[config.mk]
export PLATFORM = sky130hd
export DESIGN_NAME = suma_c2
export DESIGN_NICKNAME = d
export VERILOG_FILES = /design/src/rtl/suma_c2.sv
export SDC_FILE = /design/constraint.sdc
export NUM_CORES = 1
export LEC_CHECK = 0
export BUFFER_PORTS_ARGS = -buffer_cell sky130_fd_sc_hd__buf_2
export CAP_MARGIN = 10
export CORE_MARGIN = 2
export CORE_UTILIZATION = 45
export DETAILED_ROUTE_END_ITERATION = 12
export PLACE_DENSITY = 0.81
export RECOVER_POWER = 25
export SKIP_CTS_REPAIR_TIMING = 1
export SYNTH_ARGS = -nofsm -noshare
export SYNTH_HDL_FRONTEND = slang
export SYNTH_SLANG_ARGS = --single-unit
[constraint.sdc]
create_clock -name clk -period 42.2 [get_ports clk]
set_input_delay 10.55 -clock clk [delete_from_list [all_inputs] [get_ports clk]]
set_output_delay 10.55 -clock clk [all_outputs]
set_load 0.02 [all_outputs]
[src/rtl/suma_c2.sv]
// Registered two's-complement adder: s/coutfin <= a + b + ci, one cycle latency.
// Define SUMA_C2_OVF_EN to add the registered signed-overflow output ovf.
module suma_c2 #(
  parameter int ANCHO = 64
) (
  input  logic             clk,
  input  logic             rst,
  input  logic             in_valid,
  input  logic [ANCHO-1:0] a,
  input  logic [ANCHO-1:0] b,
  input  logic             ci,
  output logic [ANCHO-1:0] s,
  output logic             coutfin,
`ifdef SUMA_C2_OVF_EN
  output logic             ovf,
`endif
  output logic             out_valid
);

  logic [ANCHO:0]   c;
  logic [ANCHO-1:0] sum_w;

  // Ripple chain of 1-bit full adders; kept in one process so the carry
  // vector is not split across combinational blocks.
  always_comb begin
    c     = '0;
    sum_w = '0;
    c[0]  = ci;
    for (int i = 0; i < ANCHO; i++) begin
      c[i+1]   = (a[i] & b[i]) | ((a[i] ^ b[i]) & c[i]);
      sum_w[i] = a[i] ^ b[i] ^ c[i];
    end
  end

  always_ff @(posedge clk) begin
    if (rst) begin
      s         <= '0;
      coutfin   <= 1'b0;
      out_valid <= 1'b0;
    end else begin
      out_valid <= in_valid;
      if (in_valid) begin
        s       <= sum_w;
        coutfin <= c[ANCHO];
      end
    end
  end

`ifdef SUMA_C2_OVF_EN
  // Signed overflow: carry into the sign bit differs from carry out of it.
  always_ff @(posedge clk) begin
    if (rst) begin
      ovf <= 1'b0;
    end else if (in_valid) begin
      ovf <= c[ANCHO] ^ c[ANCHO-1];
    end
  end
`endif

endmodule

==> flow_summary.ini <==
[outcome]
status = complete, but fails checks
violations = capacitance limit, slew limit

[place]
hpwl_mm = 6.67
place.gp.congestion = 0.849
place_area_um2 = 4640
dp_cells = 567
portBuffers = 197

[power]
ir_drop_uv = 17.6
powerDensity_nw_per_um2 = 35.5
leakage_nw = 2.36
p_total_mw = 0.170

[floorplanning]
start_util_pct = 46.6
die_h_um = 93.7
core_region_area_um2 = 7770
design.die.area_um2 = 8790
die_x_um = 93.7
ios = 198
fp-row-count = 32

[timing]
hold_viol = 0
fmax_mhz = 27.6
setup_tns_ps = 0
worst_pin_slew_ps = 4640
drv_slew = 70
finalSetupViolations = 0
min_period_ps = 36240
post-route-period-util_pct = 85.9
fin_skew_ps = 0
rsz0062_at_grt = no
slew_headroom_pct = -209
hold_ws_ps = 485

[grt]
grt_max_degree = 70
antenna_found_initial = 0
grt_pass1_vias = 2920
grt_pass1_wl_mm = 13.3
grt_usage_pct = 19.7
grt-ovfl-total = 0

[cells_and_area]
finalInstanceArea_um2 = 4780
syn2layout_area_growth_pct = 31.9
nFillCells = 677
instances_no_fill = 584
multiInputGateArea_um2 = 2170
drive_above_1_share_pct = 36.9
num_antenna_cells = 0
final_nets = 673
regArea_um2 = 1320

[synthesis]
synthesis.nets = 479
synth_cell_type_count = 13
ys_ff_latch = 66
ys_seq_area_share_pct = 36.5
synthesis.yosys.warnings = 0
syn_avg_cell_area_um2 = 12.8
syn-cell-area_um2 = 3620
postSynthCellCount = 283

[clocking]
cts_max_level = 3
root_buffer = clkbuf_8
cts_tree = built
ctsLongestPathBuffers = 2
clock-sinks = 66
clk_latency_ps = 320
cts_buffers = 9
clk_pin_slew_ps = 70

[critical_path]
crit_slowest_cell = fa_1
worstPathRequired_ps = 42400
crit_top_cell = fa_1
crit_path_max_incr_delay_ps = 430
worstPathArrival_ps = 36450
path_class = in2reg
cp-start-kind = input port
cp_max_fo = 1
end_kind = flip-flop

[detailed_routing]
drc = 0
drt-total-wl_mm = 8.39
routed-via-count = 2746
drt_iter0_markers = 40
wire_per_inst_um = 14.4
viasPerCell = 4.70
firstDrtPassIters = 4
detail-route-antenna-nets = 0

[hold_path]
hold_class = reg2reg

[flow_run]
maxCapViolCount = 1
worst max-delay path, delay by kind of cell:
family	cells	cell delay, ps
compound gates	1	220
fa+ha+maj	64	25320
buf+inv	4	300
cell usage after synthesis, drive strengths merged:
master	count	area (um2)
dfxtp	66	1320
nor2	65	244
fa	64	1280
mux2i	62	621
buf	13	93.8
inv	7	26.3
a211oi	3	22.5
clkbuf	2	7.51
nor2b	1	6.26
layout make-up:
cell class | count | share of cell area, %
Clock buffer | 13 | 3.12
Clock inverter | 3 | 0.314
Inverter | 7 | 0.550
Multi-Input combinational cell | 195 | 45.5
Sequential cell | 66 | 27.7
Tap cell | 102 | 2.67
Timing Repair Buffer | 198 | 20.2
worst paths after layout:
kind	from	endpoint	slack, ps	cells after the start
worst min-delay path	s[0]	s[0]	480	2
worst min register to register	s[0]	s[0]	480	2
worst max-delay path	a[0]	s[63]	5960	69
worst max register to register	s[63]	s[63]	41400	2
layout by cell type, fill, tap and decap left out, drive strengths merged:
master,instances
a211oi,3
mux2i,62
nor2,65
clkinv,3
buf,165
dfxtp,66
clkbuf,46
nor2b,1
fa,64
inv,7
per-layer routing:
| layer | wire (um) | up-vias | part of all wire, % | track usage, % |
|---|---|---|---|---|
| met5 | 0 | - | 0 | 0 |
| met4 | 133 | 0 | 1.6 | 8.21 |
| met3 | 683 | 10 | 8.1 | 5.78 |
| met2 | 4450 | 118 | 53 | 35.4 |
| met1 | 3120 | 1324 | 37 | 21.7 |
| li1 | - | 1294 | - | - |
flip-flops by register name (all words and copies together), names as in the netlist:
| signal | flops |
|---|---|
| s | 64 |
| coutfin | 1 |
| out_valid | 1 |
per-stage QoR:
step / setup slack [ps] / utilization, %
final: 5960 / 61.5
after global routing: 5080 / 61.5
after CTS: 5840 / 61.8
after detailed placement: 5630 / 59.7
after global placement: 6130 / 59.7
after floorplan: 7130 / -
where the power goes:
group	total, mW	internal, mW	switching (mW)
registers	0.0727	0.0693	0.00341
logic	0.0521	0.0231	0.0290
clock network	0.0449	0.0227	0.0222
cells by family after synthesis:
| logic type | share of synthesized area (%) |
|---|---|
| and+or+nand+nor | 6.91 |
| DFF | 36.5 |
| adders and majority gates | 35.4 |
| muxes | 17.1 |
| buffers and inverters | 3.52 |
| AOI/OAI and AO/OA | 0.622 |
Power figures use the tool's default switching activity.
